## config.mk

```make
export PLATFORM = sky130hd
export DESIGN_NAME = pm_step_counter
export DESIGN_NICKNAME = d
export VERILOG_FILES = /design/src/rtl/pm_step_counter.sv
export SDC_FILE = /design/constraint.sdc
export NUM_CORES = 1
export LEC_CHECK = 0
export BUFFER_PORTS_ARGS = -buffer_cell sky130_fd_sc_hd__buf_2
export CORE_ASPECT_RATIO = 0.8
export CORE_UTILIZATION = 50
export DETAILED_ROUTE_END_ITERATION = 7
export PLACE_DENSITY_LB_ADDON = 0.2
export SYNTH_ARGS = -nofsm -noshare
export SYNTH_HDL_FRONTEND = slang
export SYNTH_SLANG_ARGS = --single-unit
```

## constraint.sdc

```tcl
create_clock -name clk -period 2.88 [get_ports clk]
set_clock_uncertainty 0.1 [all_clocks]
set_input_delay 0.288 -clock clk [delete_from_list [all_inputs] [get_ports clk]]
set_output_delay 0.288 -clock clk [all_outputs]
set_load 0.01 [all_outputs]
```

## src/rtl/pm_step_counter.sv

```systemverilog
// ---------------------------------------------------------------------------
// pm_step_counter
//
// Bounded up/down step counter for user-facing settings (clock minutes,
// volume, etc.). Each rising edge of up/down moves the value one step, either
// wrapping or saturating at the [min_val, max_val] bounds. Load has priority
// over stepping and clamps into the bounds.
//
// Optional build macro: PM_STEP_AUTOREPEAT_EN
//   Defined   -> a held up/down key auto-repeats: after REPEAT_DELAY cycles
//                held it steps once, then once every REPEAT_PERIOD cycles.
//   Undefined -> only edge-triggered steps (no repeat FSM, no counters).
//
// Parameters
//   WIDTH          counter / bound width (2..16)
//   REPEAT_DELAY   cycles held before the first auto-repeat step
//   REPEAT_PERIOD  cycles between auto-repeat steps
//
// Ports
//   clk         in   clock, all state on rising edge
//   rst         in   synchronous active-low reset
//   en          in   step enable (does not gate load)
//   up / down   in   step requests, level; step on 0->1
//   load        in   load load_value (clamped) every cycle high
//   load_value  in   value to load
//   init_value  in   value taken during reset (not clamped)
//   min_val     in   inclusive lower bound
//   max_val     in   inclusive upper bound
//   wrap_mode   in   1 = wrap at bounds, 0 = saturate
//   value       out  registered counter value
//   carry       out  one-cycle pulse on an up-wrap
//   borrow      out  one-cycle pulse on a down-wrap
//   at_min      out  value == min_val (combinational)
//   at_max      out  value == max_val (combinational)
// ---------------------------------------------------------------------------
module pm_step_counter #(
    parameter int WIDTH         = 7,
    parameter int REPEAT_DELAY  = 50,
    parameter int REPEAT_PERIOD = 10
) (
    input  logic             clk,
    input  logic             rst,
    input  logic             en,
    input  logic             up,
    input  logic             down,
    input  logic             load,
    input  logic [WIDTH-1:0] load_value,
    input  logic [WIDTH-1:0] init_value,
    input  logic [WIDTH-1:0] min_val,
    input  logic [WIDTH-1:0] max_val,
    input  logic             wrap_mode,
    output logic [WIDTH-1:0] value,
    output logic             carry,
    output logic             borrow,
    output logic             at_min,
    output logic             at_max
);

    // Elaboration-time parameter sanity
    if (WIDTH < 2 || WIDTH > 16) begin : g_bad_width
        $error("pm_step_counter: WIDTH must be 2..16");
    end
    if (REPEAT_DELAY < 1 || REPEAT_PERIOD < 1) begin : g_bad_repeat
        $error("pm_step_counter: REPEAT_DELAY and REPEAT_PERIOD must be >= 1");
    end

    logic [WIDTH-1:0] value_q, value_d;
    logic             carry_q, carry_d;
    logic             borrow_q, borrow_d;
    logic             up_prev_q, down_prev_q;

    logic step_up, step_down;
    logic rep_up, rep_dn;
    logic bounds_ok, out_rng;
    logic do_up, do_dn;

    assign step_up   = up & ~up_prev_q;
    assign step_down = down & ~down_prev_q;

`ifdef PM_STEP_AUTOREPEAT_EN
    // -----------------------------------------------------------------------
    // Auto-repeat FSM. One FSM shared by both directions; dir_up_q remembers
    // which key started the sequence.
    // -----------------------------------------------------------------------
    typedef enum logic [1:0] {RS_IDLE, RS_DELAY, RS_REPEAT} rep_state_e;

    localparam int CNT_MAX = (REPEAT_DELAY > REPEAT_PERIOD) ? REPEAT_DELAY : REPEAT_PERIOD;
    localparam int CNT_W   = $clog2(CNT_MAX + 1);
    localparam logic [CNT_W-1:0] DELAY_LAST  = CNT_W'(REPEAT_DELAY - 1);
    localparam logic [CNT_W-1:0] PERIOD_LAST = CNT_W'(REPEAT_PERIOD - 1);

    rep_state_e       rs_q, rs_d;
    logic             dir_up_q, dir_up_d;
    logic [CNT_W-1:0] cnt_q, cnt_d;
    logic             held, start;

    // Key still held in the active direction with nothing that cancels repeat
    assign held  = (dir_up_q ? up : down) & ~(up & down) & en & ~load;
    // A fresh edge step that is allowed to arm the repeat
    assign start = (step_up | step_down) & ~(up & down) & en & ~load;

    always_ff @(posedge clk) begin
        if (!rst) begin
            rs_q     <= RS_IDLE;
            dir_up_q <= 1'b0;
            cnt_q    <= '0;
        end else begin
            rs_q     <= rs_d;
            dir_up_q <= dir_up_d;
            cnt_q    <= cnt_d;
        end
    end

    always_comb begin
        rs_d     = rs_q;
        dir_up_d = dir_up_q;
        cnt_d    = cnt_q;
        case (rs_q)
            RS_DELAY, RS_REPEAT: begin
                if (held) begin
                    if (cnt_q == ((rs_q == RS_DELAY) ? DELAY_LAST : PERIOD_LAST)) begin
                        rs_d  = RS_REPEAT;
                        cnt_d = '0;
                    end else begin
                        cnt_d = cnt_q + CNT_W'(1);
                    end
                end else if (start) begin
                    // Key released and the other key pressed on the same edge
                    rs_d     = RS_DELAY;
                    dir_up_d = step_up;
                    cnt_d    = '0;
                end else begin
                    rs_d  = RS_IDLE;
                    cnt_d = '0;
                end
            end
            default: begin
                if (start) begin
                    rs_d     = RS_DELAY;
                    dir_up_d = step_up;
                    cnt_d    = '0;
                end
            end
        endcase
    end

    logic rep_fire;
    always_comb begin
        rep_fire = 1'b0;
        case (rs_q)
            RS_DELAY:  rep_fire = held & (cnt_q == DELAY_LAST);
            RS_REPEAT: rep_fire = held & (cnt_q == PERIOD_LAST);
            default:   rep_fire = 1'b0;
        endcase
        rep_up = rep_fire & dir_up_q;
        rep_dn = rep_fire & ~dir_up_q;
    end
`else
    assign rep_up = 1'b0;
    assign rep_dn = 1'b0;
`endif

    // -----------------------------------------------------------------------
    // Value next-state
    // -----------------------------------------------------------------------
    assign bounds_ok = (min_val <= max_val);
    assign out_rng   = (value_q > max_val) || (value_q < min_val);
    // Simultaneous up and down edges cancel each other
    assign do_up     = (step_up & ~step_down) | rep_up;
    assign do_dn     = (step_down & ~step_up) | rep_dn;

    always_comb begin
        value_d  = value_q;
        carry_d  = 1'b0;
        borrow_d = 1'b0;
        if (load) begin
            if (!bounds_ok)
                value_d = load_value;
            else if (load_value < min_val)
                value_d = min_val;
            else if (load_value > max_val)
                value_d = max_val;
            else
                value_d = load_value;
        end else if (en && bounds_ok) begin
            if (do_up) begin
                if (out_rng) begin
                    value_d = min_val;
                end else if (value_q < max_val) begin
                    value_d = value_q + WIDTH'(1);
                end else if (wrap_mode) begin
                    value_d = min_val;
                    carry_d = 1'b1;
                end
            end else if (do_dn) begin
                if (out_rng) begin
                    value_d = max_val;
                end else if (value_q > min_val) begin
                    value_d = value_q - WIDTH'(1);
                end else if (wrap_mode) begin
                    value_d  = max_val;
                    borrow_d = 1'b1;
                end
            end
        end
    end

    // prev levels reset to 1 so a key held through reset release is ignored
    always_ff @(posedge clk) begin
        if (!rst) begin
            value_q     <= init_value;
            carry_q     <= 1'b0;
            borrow_q    <= 1'b0;
            up_prev_q   <= 1'b1;
            down_prev_q <= 1'b1;
        end else begin
            value_q     <= value_d;
            carry_q     <= carry_d;
            borrow_q    <= borrow_d;
            up_prev_q   <= up;
            down_prev_q <= down;
        end
    end

    assign value  = value_q;
    assign carry  = carry_q;
    assign borrow = borrow_q;
    assign at_min = (value_q == min_val);
    assign at_max = (value_q == max_val);

endmodule

```

==> results.md, run 1 <==
- R2R cell count: 8
- CP endpoint kind: flip-flop
- Main synth FF type: edfxtp_1
- PD cells: 379 nW/um2
- IO Pins: 46
- N_diodes: 0
- CTS H-Tree Depth: 1
- Layout cells sized above 1: 24.8%
- EDFF count, synth: 7
- Via count: 2139
- Setup CP Type: flip-flop to flip-flop
- Via density: 6.29
- Fmax: 0.369 GHz
- Gr ovfl total: 0
- Largest net degree at the start of global routing: 18
- Syn_nets: 314
- Crit Path Max Fanout: 13
- Gr usage total: 31.0%
- Syn avg cell area: 8.06 um2
- Initial detailed-routing violation count: 175
- Die span in y: 57.8 um
- Hold Crit Class: input pin to flip-flop
- Initial Utilization: 54.5%
- Count of maximum capacitance violations: 0
- CTS tree: yes
- Critical Path Most Common Cell: or3_1
- Critical path data arrival time: 2.60 ns
- Final setup TNS: 0 ns
- Worst Path Buf+Inv: 0
- Layout Area Growth over Synthesis: 20.3%
- Yosys cell types: 55
- Max-slew violation count: 0
- Post-synthesis cell count: 241
- Reg2Reg Capture Point: value[0]
- Top Family by Delay on Critical Path: simple AND/OR/NAND/NOR gates
- Die span in x: 71.7 um
- First-pass GRT wire length: 9.64 mm
- Final hold vios: 0
- NumNets Final: 372
- Max VDD drop: 340 uV
- DRT Pass-1 Iters: 7
- Status: complete, no violations
- Register area share after synthesis: 14.9%
- Final GP Congestion: 0.957
- Min Hold Slack: 0.151 ns
- Root Buffer: clkbuf_8
- Die Footprint: 4140 um2
- Yosys reg bits: 11
- DP HPWL: 5.00 mm
- Initial antenna violation count: 0
- Crit-path slowest cell: edfxtp_1
- Worst Max-Slew Pin Slew: 0.568 ns
- CP startpoint kind: flip-flop
- Asr flop ratio synth: 0%
- Critical Path RT: 2.77 ns
- Clk Latency, worst-skew pair: 0.25 ns
- Routed WL per cell: 17.7 um
- Tcrit/Tclk final: 94.1%
- CP peak stage delay: 0.49 ns
- Routed Antenna Nets: 0
- Worst rel slew slack: 62.1%
- R2R setup slack: 0.17 ns
- Final Util: 65.6%
- # setup viols final: 0
- IO Port Bufs: 45
- P_leak: 1.15 nW
- Tmin final: 2.71 ns
- Vias in the first global route: 1894
- Most common cell after layout, fill and taps aside: buf_2
- Core area: 3570 um2
- Synth warnings: 0
- Hold Path Depth: 2
- Cts bufs inserted: 3
- Final wirelength: 6.01 mm
- CTS Sinks: 11
- Clock transition at path regs: 0.06 ns
- Worst reg2reg startpoint: value[6]
- Mapped Area: 1940 um2
- Hold path start: up
- Row count: 19
- RSZ-0062 raised after global routing: no
- DRC Markers: 0
- Most frequent cells in the layout: 45 x buf_2, 38 x ha_1, 21 x inv_1
- Crit-path cells: ha_1 > nand4_1 > a21oi_1 > or3_1 > o211a_4 > o311ai_2 > a311oi_1 > or3_1
- Maximum buffer depth of the clock tree: 2
- Hold Crit Endpoint: up_prev_q
-- layer usage --
metal	global-route usage [%]	wire, um
met5	0	0
met4	4.48	34
met3	6.43	684
met2	45.6	2520
met1	47.2	2770
-- flip-flops by register name, indices dropped and copies added, names as in the netlist --
name         flops
down_prev_q      1
carry            1
borrow           1
value            7
up_prev_q        1
-- cell usage after synthesis, types with 2 or more instances --
master | n | area [um2]
mux2i_1 | 5 | 50.1
or3_1 | 2 | 12.5
edfxtp_1 | 7 | 210
nor2_1 | 16 | 60.1
nand4_1 | 4 | 25.0
ha_1 | 38 | 475
nand2b_1 | 7 | 43.8
xor2_1 | 4 | 35.0
a311oi_1 | 2 | 17.5
o31ai_1 | 2 | 15.0
nand2_1 | 16 | 60.1
inv_1 | 21 | 78.8
a211o_1 | 3 | 26.3
a31oi_1 | 3 | 18.8
o211ai_1 | 3 | 22.5
and2_1 | 2 | 12.5
buf_6 | 2 | 22.5
dfxtp_1 | 4 | 80.1
a211oi_1 | 7 | 52.6
a2bb2oi_1 | 2 | 17.5
nor3_1 | 6 | 30.0
o21ai_0 | 14 | 70.1
clkbuf_1 | 3 | 11.3
a21oi_1 | 16 | 80.1
xnor2_1 | 6 | 52.6
a31o_2 | 2 | 17.5
or2_2 | 2 | 12.5
nand3b_1 | 4 | 30.0
nand3_1 | 10 | 50.1
a221oi_1 | 3 | 26.3
-- cells by family (layout without fill, tap and decap cells) --
family	count (synthesis)	after routing	synth area share (%)
AOI/OAI and AO/OA	71	71	25.6
muxes	6	6	3.16
xor gates and xnor gates	10	10	4.51
and+or+nand+nor	77	77	20.8
DFF	11	11	14.9
buffers and inverters	28	85	6.57
adders and majority gates	38	38	24.5
-- through the flow --
stage / total power [mW] / cells / cell area, um2 / setup slack [ns]
after CTS: 0.867 / 338 / 2310 / 0.0489
after global routing: 0.952 / 340 / 2340 / 0.00261
after floorplan: 0.552 / 241 / 1940 / 0.00315
final: 0.885 / 340 / 2340 / 0.169
after global placement: 0.704 / 334 / 2270 / 0.0691
after detailed placement: 0.705 / 334 / 2270 / 0.0389
-- repair_timing --
item                       in CTS  in global routing
hold buffers                    0                  0
setup buffers                   0                  2
gates resized for setup         0                  3
setup endpoints to repair       0                  8
-- how the worst max path moves through the flow --
stage,from,end,slack [ns],cells past startpoint
after floorplan,value[4],value[0],0.003,8
after global placement,min_val[2],value[0],0.07,10
after detailed placement,min_val[2],value[0],0.04,10
final,value[6],value[0],0.17,8
after global routing,value[6],value[0],0.003,8
after CTS,value[6],value[0],0.05,8
-- worst reg2reg max path: cells and delay by family, from the launching register on --
family	cells	cell delay (ns)
AOI/OAI and AO/OA	4	0.61
adders and majority gates	1	0.35
DFF	1	0.49
and+or+nand+nor	3	0.90
-- power breakdown --
group / internal (mW) / leakage, nW / switching (mW) / total (mW)
clock network: 0.0977 / 0.0228 / 0.0646 / 0.162
registers: 0.190 / 0.104 / 0.0196 / 0.209
logic: 0.225 / 1.02 / 0.289 / 0.514
-- layout make-up --
type                            count  area, um2
Multi-Input combinational cell    202       1530
Fill cell                         322       1230
Timing Repair Buffer               60        338
Sequential cell                    11        290
Inverter                           21       78.8
Tap cell                           42       52.6
Clock buffer                        4       45.0
Power figures use the tool's default switching activity.
==> inputs of run 2 (changes only) <==
- GPL_TIMING_DRIVEN: unset -> 0
==> run 2 against run 1 <==
Flip-flop and latch count did not move. Clock power fell by 5%. Routed wire length fell by 7.7%. Worst setup slack got worse by 0.054 ns. Critical path type unchanged. Critical endpoint unchanged.
==> results.md, run 2 (synthesis gave the netlist of run 1 again) <==
- Status: complete, no violations
- Post-DP Area: 2220 um2 (-2.4%)
- Internal: 0.521 mW (+1.8%)
- PD cells: 375 nW/um2 (-1.0%)
- Max reg flops: 7 (unchanged)
- RSZ-0062 raised after global routing: no
- Count of maximum capacitance violations: 0 (unchanged)
- CTS Sinks: 11 (unchanged)
- IO Port Bufs: 44 (-2.2%)
- Via density: 6.03 (-4.2%)
- DRT Pass-1 Iters: 5 (-2)
- Final setup TNS: 0 ns (unchanged)
- First-pass GRT wire length: 8.71 mm (-9.6%)
- Worst reg2reg startpoint: value[4]
- Final GP Congestion: 0.938 (-2.1%)
- CP endpoint kind: flip-flop
- Crit-path cells: ha_1 > a211oi_2 > nor2_1 > or3_1 > buf_6 > o211a_4 > o311ai_1 > a311oi_1 > or3_1
- Crit path from: value[4]
- Clock transition at path regs: 0.05 ns (about the same)
- R2R cell count: 9 (+1)
- Hold Path Depth: 2 (unchanged)
- P_leak: 1.14 nW (-0.79%)
- Cell total after placement: 327 (-2.1%)
- Hold Crit Class: input pin to flip-flop
- Routed WL per cell: 16.3 um (-7.7%)
- Final Util: 66.4% (+0.84 points)
- Cts bufs inserted: 3 (unchanged)
- CTS H-Tree Depth: 1 (unchanged)
- Cts hold-fix bufs: 0 (unchanged)
- Root Buffer: clkbuf_8
- Max VDD drop: 435 uV (+28%)
- Die Footprint: 4140 um2 (unchanged)
- Worst rel slew slack: 65.9% (+3.8 points)
- Fmax: 0.362 GHz (-1.9%)
- Fillers: 326 (+1.2%)
- Critical Path Most Common Cell: or3_1
- Most common cell after layout, fill and taps aside: buf_2
- Initial Utilization: 54.5% (unchanged)
- Crit-path slowest cell: edfxtp_1
- Most frequent cells in the layout: 45 x buf_2, 36 x ha_1, 20 x inv_1
- Core area: 3570 um2 (unchanged)
- Fin worst setup slack: 0.115 ns (-0.0538 ns)
- CTS tree: yes
- Worst setup path end: value[0]
- Critical path data arrival time: 2.64 ns (+0.04 ns)
- Crit path depth: 9 (+1)
- Maximum buffer depth of the clock tree: 2 (unchanged)
- IO Pins: 46 (unchanged)
- Row count: 19 (unchanged)
- Layout Area Growth over Synthesis: 21.9%
- Gr ovfl total: 0 (unchanged)
- DRC Markers: 0 (unchanged)
- Final Instance Count excl. Fillers: 340 (unchanged)
- Tmin final: 2.76 ns (+0.0538 ns)
- Tcrit/Tclk final: 96.0% (+1.9 points)
- Critical Path RT: 2.76 ns (about the same)
- Net load switching power: 0.366 mW (-1.8%)
- Setup CP Type: flip-flop to flip-flop
- N_diodes: 0 (unchanged)
- Top Family by Delay on Critical Path: simple AND/OR/NAND/NOR gates
- Via count: 2050 (-4.2%)
- R2R setup slack: 0.12 ns (-0.05 ns)
- Initial detailed-routing violation count: 138 (-21%)
- Register Area: 290 um2 (unchanged)
- DP HPWL: 4.59 mm (-8.2%)
- Vias in the first global route: 1806 (-4.6%)
- Sequential Power Share: 25.1% (+1.4 points)
- # setup viols final: 0 (unchanged)
- Logic pwr share: 57.6% (-0.4 points)
- Max-slew violation count: 0 (unchanged)
- Crit Path Max Fanout: 5 (-8)
- Clk Latency, worst-skew pair: 0.24 ns (about the same)
- NumNets Final: 372 (unchanged)
- CP peak stage delay: 0.46 ns (-0.03 ns)
- Largest net degree at the start of global routing: 11 (-7)
- Die span in y: 57.8 um (unchanged)
- Worst Max-Slew Pin Slew: 0.508 ns (-0.0609 ns)
- Routed Antenna Nets: 0 (unchanged)
- Clk pwr share: 17.4% (-0.9 points)
- Final wirelength: 5.55 mm (-7.7%)
- Power Total: 0.887 mW (+0.24%)
- Area occupied by multi-input gates: 1570 um2 (+2.0%)
- Switching portion of total power: 41.3% (-0.87 points)
- Post-layout instance area: 2370 um2 (+1.3%)
- Final hold vios: 0 (unchanged)
- Place WS: -0.396 ns (-0.435 ns)
- Die span in x: 71.7 um (unchanged)
- Worst Path Buf+Inv: 1 (+1)
- Reg2Reg Capture Point: value[0]
- Min Hold Slack: 0.146 ns (-0.00472 ns)
- Initial antenna violation count: 0 (unchanged)
- Layout cells sized above 1: 25.2% (+0.34 points)
- Gr usage total: 27.7% (-3.3 points)
- CP startpoint kind: flip-flop
-- run 2: cell types whose count changed in the layout (fill, tap and decap cells not counted), moves of 2 or more --
cell,delta
buf_4,-6
clkbuf_1,+3
buf_6,+2
ha_1,-2
ha_4,+2
-- run 2: worst min-delay path by stage --
stage / from / endpoint / slack (ns)
floorplan: down / down_prev_q / 0.29
global placement: down / down_prev_q / 0.39
detailed placement: up / up_prev_q / 0.40
CTS: down / down_prev_q / 0.15
global route: down / down_prev_q / 0.17
finish: down / down_prev_q / 0.15
-- run 2: worst register-to-register path: cells and delay by family, from the launching register on --
family / cells / cell delay [ns]
AO/OA/AOI/OAI: 4 / 0.71
flip-flops: 1 / 0.46
AND/OR/NAND/NOR: 3 / 0.75
buffers and inverters: 1 / 0.14
adder cells (fa/ha/maj): 1 / 0.36
-- run 2: area by class of cell --
type | count | share of cell area, %
buffer | 7 | 2.06
tap | 42 | 2.22
timing repair buffer | 53 | 12.2
clock buffer | 4 | 1.90
inverter | 21 | 3.33
sequential | 11 | 12.3
multi-input combinational | 202 | 66.1
-- run 2: power groups by stage --
stage	clock, mW	sequential, mW	combinational, mW
5_1_grt	0.162	0.224	0.568
3_5_place_dp	0	0.231	0.458
3_3_place_gp	0	0.230	0.449
2_1_floorplan	0	0.225	0.327
6_report	0.154	0.222	0.511
4_1_cts	0.155	0.224	0.470
-- run 2: timing repair --
action                     CTS  global route
setup buffers                2             7
pin swaps                    1             2
gates resized for setup      1             7
setup endpoints to repair    8             8
-- run 2: routing by layer --
layer	part of all wire [%]	GRT usage, %
met1	46	40.2
met2	43	43.3
met3	10	6.61
met4	0.38	3.08
met5	0	0
==> inputs of run 3 (changes only) <==
--- a/constraint.sdc
+++ b/constraint.sdc
@@ -4,2 +4,2 @@
 set_output_delay 0.288 -clock clk [all_outputs]
-set_load 0.01 [all_outputs]
+set_load 0.02 [all_outputs]
==> run 3 against run 2 <==
Sequential share of layout area rose by 0.14 points. Largest power group unchanged. Cell area fell by 1.2%. Worst setup slack got worse by 0.050 ns. Routed wire length rose by 3.1%.
==> results.md, run 3 (synthesis gave the netlist of run 1 again) <==
- Status: complete, no violations
- Die Footprint: 4140 um2 (unchanged)
- Most frequent cells in the layout: 46 x buf_2, 38 x ha_1, 21 x inv_1
- CTS Sinks: 11 (unchanged)
- Final GP Congestion: 0.950 (+1.3%)
- Count of maximum capacitance violations: 0 (unchanged)
- Hold Crit Class: input pin to flip-flop
- Min Hold Slack: 0.145 ns (-0.00124 ns)
- CTS tree: yes
- N_diodes: 0 (unchanged)
- Cts hold-fix bufs: 0 (unchanged)
- DR WL met3: 601 um (+8.1%)
- Initial Utilization: 54.5% (unchanged)
- Max-slew violation count: 0 (unchanged)
- Area occupied by multi-input gates: 1540 um2 (-1.6%)
- Initial antenna violation count: 0 (unchanged)
- PD cells: 385 nW/um2 (+2.6%)
- Via count: 2111 (+3.0%)
- Worst Max-Slew Pin Slew: 0.483 ns (-0.0241 ns)
- Crit Path Max Fanout: 8 (+3)
- Gr usage total: 28.4% (+0.69 points)
- DRT Pass-1 Iters: 5 (unchanged)
- Cell total after placement: 327 (unchanged)
- Clk Latency, worst-skew pair: 0.24 ns (about the same)
- Die span in x: 71.7 um (unchanged)
- Layout Area Growth over Synthesis: 20.5%
- P_leak: 1.14 nW (about the same)
- DP HPWL: 4.59 mm (about the same)
- Root Buffer: clkbuf_8
- Tcrit/Tclk final: 97.7% (+1.7 points)
- Tmin final: 2.81 ns (+0.0498 ns)
- Row count: 19 (unchanged)
- Die span in y: 57.8 um (unchanged)
- Setup CP Type: flip-flop to flip-flop
- RSZ-0062 raised after global routing: no
- Final Instance Count excl. Fillers: 340 (unchanged)
- IO Port Bufs: 44 (unchanged)
- DR top layer: met4
- Routed Antenna Nets: 0 (unchanged)
- CTS H-Tree Depth: 1 (unchanged)
- Cts bufs inserted: 3 (unchanged)
- Max reg flops: 7 (unchanged)
- Critical Path RT: 2.76 ns (about the same)
- Initial detailed-routing violation count: 134 (-2.9%)
- Final hold vios: 0 (unchanged)
- Fillers: 320 (-1.8%)
- Register Area: 290 um2 (unchanged)
- Vias in the first global route: 1828 (+1.2%)
- Core area: 3570 um2 (unchanged)
- Fmax: 0.355 GHz (-1.8%)
- CP startpoint kind: flip-flop
- Met2 Wirelength: 2.47 mm (+3.1%)
- Met1 WL: 2.59 mm (+0.58%)
- # setup viols final: 0 (unchanged)
- Worst rel slew slack: 67.6% (+1.7 points)
- Most common cell after layout, fill and taps aside: buf_2
- Via density: 6.21 (+3.0%)
- Max VDD drop: 383 uV (-12%)
- Routed WL per cell: 16.8 um (+3.1%)
- CP endpoint kind: flip-flop
- Final Util: 65.6% (-0.77 points)
- Layout cells sized above 1: 24.2% (-1.0 points)
- Post-DP Area: 2220 um2 (+0.23%)
- First-pass GRT wire length: 8.92 mm (+2.4%)
- Critical path data arrival time: 2.69 ns (+0.05 ns)
- Clock transition at path regs: 0.05 ns (about the same)
- Maximum buffer depth of the clock tree: 2 (unchanged)
- IO Pins: 46 (unchanged)
- Gr ovfl total: 0 (unchanged)
- DRC Markers: 0 (unchanged)
- Largest net degree at the start of global routing: 11 (unchanged)
- NumNets Final: 372 (unchanged)
- Post-layout instance area: 2340 um2 (-1.2%)
- Final wirelength: 5.72 mm (+3.1%)
run 3: cell types whose count changed in the layout (fill, tap and decap cells not counted):
cell	previous run	this run
inv_2	1	0
buf_4	9	8
inv_1	20	21
buf_2	45	46
ha_4	2	0
ha_1	36	38
run 3: layout make-up:
class                   count  share of cell area, %
clock buffers               4                   1.92
repair buffers             53                   12.2
inverters                  21                   3.37
plain buffers               7                   2.08
well taps                  42                   2.24
flip-flops and latches     11                   12.4
multi-input cells         202                   65.8
run 3: worst max-delay path, stage by stage, from the launching register on:
cell and delay, ns:
edfxtp_1 0.54, ha_1 0.29, a211oi_2 0.22, nor2_1 0.07
or3_1 0.32, buf_6 0.14, o211a_4 0.15, o311ai_1 0.23
a311oi_1 0.13, or3_1 0.36
run 3: power by group:
part | internal (mW) | total [mW] | switching, mW
sequential | 0.190 | 0.224 | 0.0337
clock | 0.0974 | 0.158 | 0.0601
combinational | 0.229 | 0.519 | 0.290
run 3: final timing paths:
check,to,slack (ns),cells past startpoint,from
max,value[0],0.07,9,value[3]
min,up_prev_q,0.15,2,up
max reg2reg,value[0],0.07,9,value[3]
min reg2reg,borrow,0.66,3,up_prev_q
run 3: repair_timing:
action                                  4_1_cts  5_1_grt
setup buffers                                 2        7
pin swaps                                     1        0
resized for setup                             0        4
endpoints found under the setup margin        8        8
run 3: routing by layer:
metal / vias to the layer above / GRT usage [%]
met5: - / 0
met4: 0 / 3.08
met3: 9 / 5.22
met2: 113 / 45.0
met1: 963 / 41.7
li1: 1026 / -
run 3: through the flow:
stage	total power, mW	setup slack, ns	setup TNS [ns]
finish	0.900	0.0656	0
global route	0.962	0.00613	0
CTS	0.864	0.0242	0
detailed placement	0.701	-0.0960	-0.715
global placement	0.691	-0.0900	-0.654
floorplan	0.565	0.145	0
